$ cat src/rtl/nibble_serial_add_ctrl_pkg.sv
// nibble_serial_add_ctrl_pkg: shared FSM states and slice width for the nibble-serial adder
package nibble_serial_add_ctrl_pkg;
    localparam int SLICE_W = 4;
    typedef enum logic [1:0] {IDLE, ADD, DONE} state_e;
endpackage

$ cat src/rtl/nibble_serial_add_ctrl_ripple_adder.sv
// ripple_adder: 4-bit ripple-carry adder built from a chain of full adders
module ripple_adder
    import nibble_serial_add_ctrl_pkg::*;
(
    input  logic [SLICE_W-1:0] a_i,
    input  logic [SLICE_W-1:0] b_i,
    input  logic               c_i,
    output logic [SLICE_W-1:0] s_o,
    output logic               c_o
);
    logic [SLICE_W:0] c;
    assign c[0] = c_i;
    for (genvar i = 0; i < SLICE_W; i++) begin : g_fa
        assign s_o[i]   = a_i[i] ^ b_i[i] ^ c[i];
        assign c[i+1]   = (a_i[i] & b_i[i]) | (c[i] & (a_i[i] ^ b_i[i]));
    end
    assign c_o = c[SLICE_W];
endmodule

$ cat src/rtl/nibble_serial_add_ctrl.sv
// nibble_serial_add_ctrl: adds two W-bit operands one nibble per cycle through a single shared 4-bit adder
module nibble_serial_add_ctrl
    import nibble_serial_add_ctrl_pkg::*;
#(
    parameter int NIBBLES = 4,
    localparam int W = SLICE_W * NIBBLES,
    localparam int IW = (NIBBLES > 1) ? $clog2(NIBBLES) : 1
) (
    input  logic         clk,
    input  logic         reset,
    input  logic         start,
    input  logic [W-1:0] A,
    input  logic [W-1:0] B,
    input  logic         Cin,
    output logic         busy,
    output logic         done,
    output logic [W-1:0] S,
    output logic         Cout,
    output logic         Ovf
);
    localparam logic [IW-1:0] LAST = IW'(NIBBLES - 1);
    state_e state_q, state_d;
    logic [IW-1:0] idx_q, idx_d;
    logic [W-1:0] a_q, a_d, b_q, b_d, s_q, s_d;
    logic c_q, c_d, cout_q, cout_d, ovf_q, ovf_d;
    logic [SLICE_W-1:0] sum;
    logic co;

    ripple_adder u_add (
        .a_i(a_q[idx_q*SLICE_W +: SLICE_W]),
        .b_i(b_q[idx_q*SLICE_W +: SLICE_W]),
        .c_i(c_q),
        .s_o(sum),
        .c_o(co)
    );

    always_comb begin
        state_d = state_q;
        idx_d   = idx_q;
        a_d     = a_q;
        b_d     = b_q;
        c_d     = c_q;
        s_d     = s_q;
        cout_d  = cout_q;
        ovf_d   = ovf_q;
        case (state_q)
            IDLE: if (start) begin
                a_d     = A;
                b_d     = B;
                c_d     = Cin;
                idx_d   = '0;
                state_d = ADD;
            end
            ADD: begin
                s_d[idx_q*SLICE_W +: SLICE_W] = sum;
                c_d   = co;
                idx_d = idx_q + 1'b1;
                if (idx_q == LAST) begin
                    cout_d  = co;
                    // sum[MSB] of the last slice is the final S[W-1]
                    ovf_d   = (a_q[W-1] == b_q[W-1]) && (sum[SLICE_W-1] != a_q[W-1]);
                    state_d = DONE;
                end
            end
            DONE: state_d = IDLE;
            default: state_d = IDLE;
        endcase
    end

    always_ff @(posedge clk) begin
        if (reset) begin
            state_q <= IDLE;
            idx_q   <= '0;
            a_q     <= '0;
            b_q     <= '0;
            c_q     <= 1'b0;
            s_q     <= '0;
            cout_q  <= 1'b0;
            ovf_q   <= 1'b0;
        end else begin
            state_q <= state_d;
            idx_q   <= idx_d;
            a_q     <= a_d;
            b_q     <= b_d;
            c_q     <= c_d;
            s_q     <= s_d;
            cout_q  <= cout_d;
            ovf_q   <= ovf_d;
        end
    end

    assign busy = state_q != IDLE;
    assign done = state_q == DONE;
    assign S    = s_q;
    assign Cout = cout_q;
    assign Ovf  = ovf_q;
endmodule

$ cat config.mk
export PLATFORM = sky130hd
export DESIGN_NAME = nibble_serial_add_ctrl
export DESIGN_NICKNAME = d
export VERILOG_FILES = /design/src/rtl/nibble_serial_add_ctrl_pkg.sv /design/src/rtl/nibble_serial_add_ctrl_ripple_adder.sv /design/src/rtl/nibble_serial_add_ctrl.sv
export SDC_FILE = /design/constraint.sdc
export NUM_CORES = 1
export LEC_CHECK = 0
export ABC_AREA = 1
export BUFFER_PORTS_ARGS = -buffer_cell sky130_fd_sc_hd__buf_2
export CORE_ASPECT_RATIO = 0.5
export CORE_MARGIN = 2
export CORE_UTILIZATION = 48
export CTS_CLUSTER_SIZE = 10
export DETAILED_ROUTE_END_ITERATION = 8
export PLACE_DENSITY = 0.72
export REMOVE_ABC_BUFFERS = 1
export SLEW_MARGIN = 20
export SYNTH_ARGS = -nofsm -noshare
export SYNTH_HDL_FRONTEND = slang
export SYNTH_SLANG_ARGS = --single-unit
export TNS_END_PERCENT = 100
$ cat constraint.sdc
create_clock -name clk -period 10.4 [get_ports clk]
set_clock_uncertainty 0.2 [all_clocks]
set_input_delay 1.04 -clock clk [delete_from_list [all_inputs] [get_ports clk]]
set_output_delay 1.04 -clock clk [all_outputs]
set_load 0.01 [all_outputs]
; Yosys cells after proc, flatten, opt, wreduce, memory -nomap -nowiden
; Cells that the tools add are included.
[op_classes]
n_addsub = 2
eq_ne = 7
shifts = 4
n_mux = 8
n_bitwise = 20
n_reduce_logical = 8
[op_table]
columns = operator, n
row1 = 4-bit negation with 34-bit output, 1
row2 = 4-bit by 34-bit variable shift with 16-bit output (first input constant), 1
row3 = 4-bit by 34-bit variable part select with 16-bit output, 1
row4 = 16-bit by 5-bit variable part select with 4-bit output, 2
row5 = 16-bit bitwise mux, 1
row6 = 1-bit AND, 8
row7 = 2-bit case mux with 2 select lines, 2
row8 = 2-bit AND reduction, 4
row9 = 1-bit bitwise XOR, 8
row10 = 2-bit 2-to-1 mux, 3
row11 = 2-bit equality test (second input constant), 2
row12 = 2-bit inequality test (second input constant), 2
row13 = 1-bit bitwise OR, 4
row14 = 2-bit nonzero test, 2
row15 = 2-bit by 1-bit adder with 2-bit output (second input constant), 1
row16 = 2-bit by 1-bit equality test with 1-bit output (second input constant), 1
row17 = 2-bit logical NOT, 1
row18 = 1-bit case mux with 2 select lines, 1
row19 = 1-bit equality test, 1
row20 = 1-bit logical AND, 1
row21 = 1-bit 2-to-1 mux, 1
row22 = 1-bit inequality test, 1
[word_totals]
regBits = 55
in_bits = 36

; Depth between registers and ports, before layout
[depth]
ltp_word = 11
depth_mapped = 15
mapped_depth_nobuf = 13

; Modules after synthesis
; A second synthesis with hierarchy kept.
[hier_totals]
hier_cells = 348
area_unflattened_um2 = 2553.7
[modules_own_cells]
columns = module, instances, cells_each, area_each_um2, seq_area_each_um2
row1 = nibble_serial_add_ctrl, 1, 334, 2436.1, 1101.1
row2 = ripple_adder, 1, 14, 117.6, 0.0

; Least setup slack after synthesis
; Ideal clock, no wire load.
[synth_path]
kind = register to register
start = reg idx_q[0]
end = reg s_q[7], in the netlist S[7]
setup_ns = 0.064
t_arrival_ns = 3.013
slack_ns = 7.123
path_stages_with_launch = 16
period_less_slack_ns = 3.277
path_cell_list = dfxtp_1 > buf_4 > inv_1 > buf_2 > o21ai_0 > o22ai_1 > fa_1 > fa_1 > fa_1 > fa_1 > nand2_1 > nor2_2 > nand2_1 > nand2_1 > inv_1 > nor2_1
[synth_between]
elab_chain_cells = 11
[synth_lines]
columns = element, line
row1 = start: declaration, nibble_serial_add_ctrl.sv:23  ; logic [IW-1:0] idx_q, idx_d;
row2 = start signal: assignment, nibble_serial_add_ctrl.sv:82  ; idx_q <= idx_d;
row3 = "16-bit by 5-bit variable part select with 4-bit output, on equally long branches", "nibble_serial_add_ctrl.sv:30, nibble_serial_add_ctrl.sv:31"
row4 = 1-bit bitwise XOR, "nibble_serial_add_ctrl_ripple_adder.sv:14, nibble_serial_add_ctrl_ripple_adder.sv:15"
row5 = 1-bit AND, nibble_serial_add_ctrl_ripple_adder.sv:15  ; assign c[i+1] = (a_i[i] & b_i[i]) | (c[i] & (a_i[i] ^ b_i[i]));
row6 = 1-bit bitwise OR, nibble_serial_add_ctrl_ripple_adder.sv:15
row7 = 1-bit AND, nibble_serial_add_ctrl_ripple_adder.sv:15
row8 = 1-bit bitwise OR, nibble_serial_add_ctrl_ripple_adder.sv:15
row9 = 1-bit AND, nibble_serial_add_ctrl_ripple_adder.sv:15
row10 = 1-bit bitwise OR, nibble_serial_add_ctrl_ripple_adder.sv:15
row11 = 1-bit bitwise XOR, nibble_serial_add_ctrl_ripple_adder.sv:14  ; assign s_o[i] = a_i[i] ^ b_i[i] ^ c[i];
row12 = 4-bit by 34-bit variable part select with 16-bit output, nibble_serial_add_ctrl.sv:55  ; s_d[idx_q*SLICE_W +: SLICE_W] = sum;
row13 = 16-bit bitwise mux *, nibble_serial_add_ctrl.sv:55
row14 = end signal: assignment, nibble_serial_add_ctrl.sv:77  ; s_q <= '0;
row15 = end signal: assignment, nibble_serial_add_ctrl.sv:86  ; s_q <= s_d;
row16 = end: declaration, nibble_serial_add_ctrl.sv:24  ; logic [W-1:0] a_q, a_d, b_q, b_d, s_q, s_d;
; Mark *: on every way between the ends. The rest lies on a longest branch, timed or not.
; A chain may end at the register's enable or synchronous reset.

; Final worst setup path
; Same ends and word-level chain as after synthesis.

==> results by group <==
Run status
  – Status: complete, no violations

Yosys
  – Post-synth top area share: 44.0%
  – Synthesized area: 2500 um^2
  – Mapped Avg Cell Area: 7.20 um^2
  – Largest cells by area after synthesis: dfxtp_1 (44%), nor2_1 (16%), o21ai_0 (11%)
  – Main synth FF type: dfxtp_1
  – Most frequent cell after synthesis: nor2_1
  – Synth cell types: 23
  – Synth area leader: dfxtp_1
  – Syn. warnings: 0
  – Seq cells post-synth: 55
  – Commonest cells post-synth: nor2_1 (106), o21ai_0 (57), dfxtp_1 (55), nand2_1 (44), inv_1 (22)
  – EDFF count, synth: 0
  – Mapped Cells: 348
  – Post-synth ARST share: 0%
  – Register area share after synthesis: 44.0%

Worst setup path
  – Critical path data required time: 10.45 ns
  – R2R Path End: S[7]$_SDFFE_PP0P_
  – Worst r2r src: idx_q[0]$_SDFFE_PP0P_
  – CP startpoint kind: flop
  – Critical path class: flop to flop
  – Worst EP arrival: 4.26 ns
  – Flop2flop setup slack: 6.19 ns
  – Reg2Reg Depth: 13
  – Setup crit end kind: flop
  – CP max FO: 26

Route
  – Initial DRC count: 94
  – Drt drc: 0
  – Post-route ant nets: 0
  – WL/cell: 11.7 um
  – Via density: 4.92
  – Total Routed Length: 5.45 mm
  – Routed vias: 2,285
  – Pre-antenna DRT Iters: 4

Placed design
  – Port buffer count: 55
  – Dpl ws: 6.28 ns
  – GPL Wtd Cong: 0.896
  – DP HPWL: 4.05 mm

Global routing
  – Antenna violations before repair: 0
  – Total GRT Usage: 19.4%
  – Grt ovf: 0
  – Largest net degree at the start of global routing: 44
  – First-pass GRT wire length: 8.88 mm
  – Vias in the first global route: 2,049

Clocking
  – Htree depth: 2
  – Clock tree buffer depth: 2
  – Root cell of the clock tree: clkbuf_8
  – Clock Latency Late Sink: 0.31 ns
  – Postcts setup bufs: 0
  – Post-CTS Hold Buffers: 0
  – Post-CTS Resized: 0
  – Clock sinks: 55
  – Num CTS Buffers: 5
  – CTS tree: built
  – Clock slew at reported path FFs: 0.09 ns

Timing
  – Rel. slew slack: 33.8%
  – Fin. Hold Viols: 0
  – Max Slew Vio Count: 0
  – Worst slew pin tran: 0.992 ns
  – Fin crit share: 40.5%
  – Peak Freq: 0.237 GHz
  – Setup TNS: 0 ns
  – RSZ-0062 raised after global routing: false
  – Setup violators final: 0
  – Tmin final: 4.21 ns
  – Worst setup margin: 6.19 ns

Final layout
  – Nets: 439
  – # diodes: 0
  – Area grow syn2layout: 14.0%
  – Share of cells above drive strength 1: 17.8%

Die
  – Die W: 106 um
  – Initial Util: 50.3%
  – Die Ht: 55.1 um
  – Total die area: 5850 um^2
  – Core footprint: 4980 um^2
  – Ports: 56
  – Cell row count: 18

Power
  – VDD IR max: 0.0000663 V
  – Pleak: 1.32 nW
  – Pwr/cell area: 154 nW/um^2

Worst hold path
  – WHS Path Cells: 2
  – Worst Hold Class: flop to flop
  – Worst Hold Launch: Cout$_SDFFE_PP0P_
  – WHS Endpoint: Cout$_SDFFE_PP0P_

Flow run
  – Max-cap violations: 0
## flip-flops by register name (all words and copies together), names as in the netlist
register	count
c_q	1
a_q	16
Ovf	1
S	16
Cout	1
state_q	2
b_q	16
idx_q	2
## worst max-delay path, stage by stage (launching register included)
cell,delay [ns]
dfxtp_1,0.73
inv_1,0.53
o21ai_0,0.30
o22ai_1,0.13
fa_1,0.43
fa_1,0.41
fa_1,0.40
fa_1,0.56
nand2_1,0.10
nor2_2,0.10
nand2_1,0.07
nand2_1,0.06
inv_1,0.03
nor2_1,0.08
## metal layers
layer	wire, um	GRT usage (%)	vias to the layer above
met2	2440	34.0	55
met5	0	0	-
met4	77	6.58	0
li1	-	-	1197
met3	270	4.22	10
met1	2660	24.6	1023
## per-stage QoR
step                cells  hold slack [ns]  power (mW)  utilization [%]  cell area, um^2
floorplan             331            0.249       0.297                -             2410
global placement      456            0.252       0.322             55.7             2770
detailed placement    456            0.257       0.326             55.7             2770
CTS                   464            0.272       0.439             57.4             2860
global route          464            0.286       0.461             57.4             2860
finish                464            0.268       0.439             57.4             2860
## kinds of logic (layout without fill, tap and decap cells)
group / after synthesis / after routing / synth area share (%)
buffers and inverters: 40 / 86 / 7.29
DFF: 55 / 55 / 44.0
adders and majority gates: 10 / 10 / 6.19
and+or+nand+nor: 164 / 164 / 26.3
AOI/OAI and AO/OA: 79 / 79 / 16.3
## report_power, final
group	internal, mW	switching (mW)	total, mW
combinational	0.0334	0.0534	0.0867
sequential	0.225	0.0104	0.235
clock	0.0472	0.0695	0.117
## final cells by class
cell class	count	area, um^2
clock buffers	6	72.6
clock inverters	2	12.5
fillers	473	2120
inverters	23	86.3
multi-input cells	253	1220
flip-flops and latches	55	1100
well taps	70	87.6
repair buffers	55	275
## placed cells by master (no fill, tap or decap), drive strengths merged
cell type  count
nor2         112
o21ai         58
dfxtp         55
buf           55
nand2         45
inv           23
a21oi         12
o22ai          8
ha             6
clkbuf         6
nand3          5
fa             4
nand4          1
nor3           1
o21a           1
clkinvlp       1
clkinv         1
## how the worst max path moves through the flow
stage                     startpoint                end  cells after the start
6_report       idx_q[0]$_SDFFE_PP0P_  S[7]$_SDFFE_PP0P_                     13
5_1_grt        idx_q[0]$_SDFFE_PP0P_  S[3]$_SDFFE_PP0P_                     11
4_1_cts        idx_q[0]$_SDFFE_PP0P_  S[7]$_SDFFE_PP0P_                     13
3_5_place_dp   idx_q[0]$_SDFFE_PP0P_  S[7]$_SDFFE_PP0P_                     13
3_3_place_gp   idx_q[0]$_SDFFE_PP0P_  S[7]$_SDFFE_PP0P_                     13
2_1_floorplan  idx_q[0]$_SDFFE_PP0P_  S[7]$_SDFFE_PP0P_                     13
Note: power is estimated with default switching activity, not from simulation.
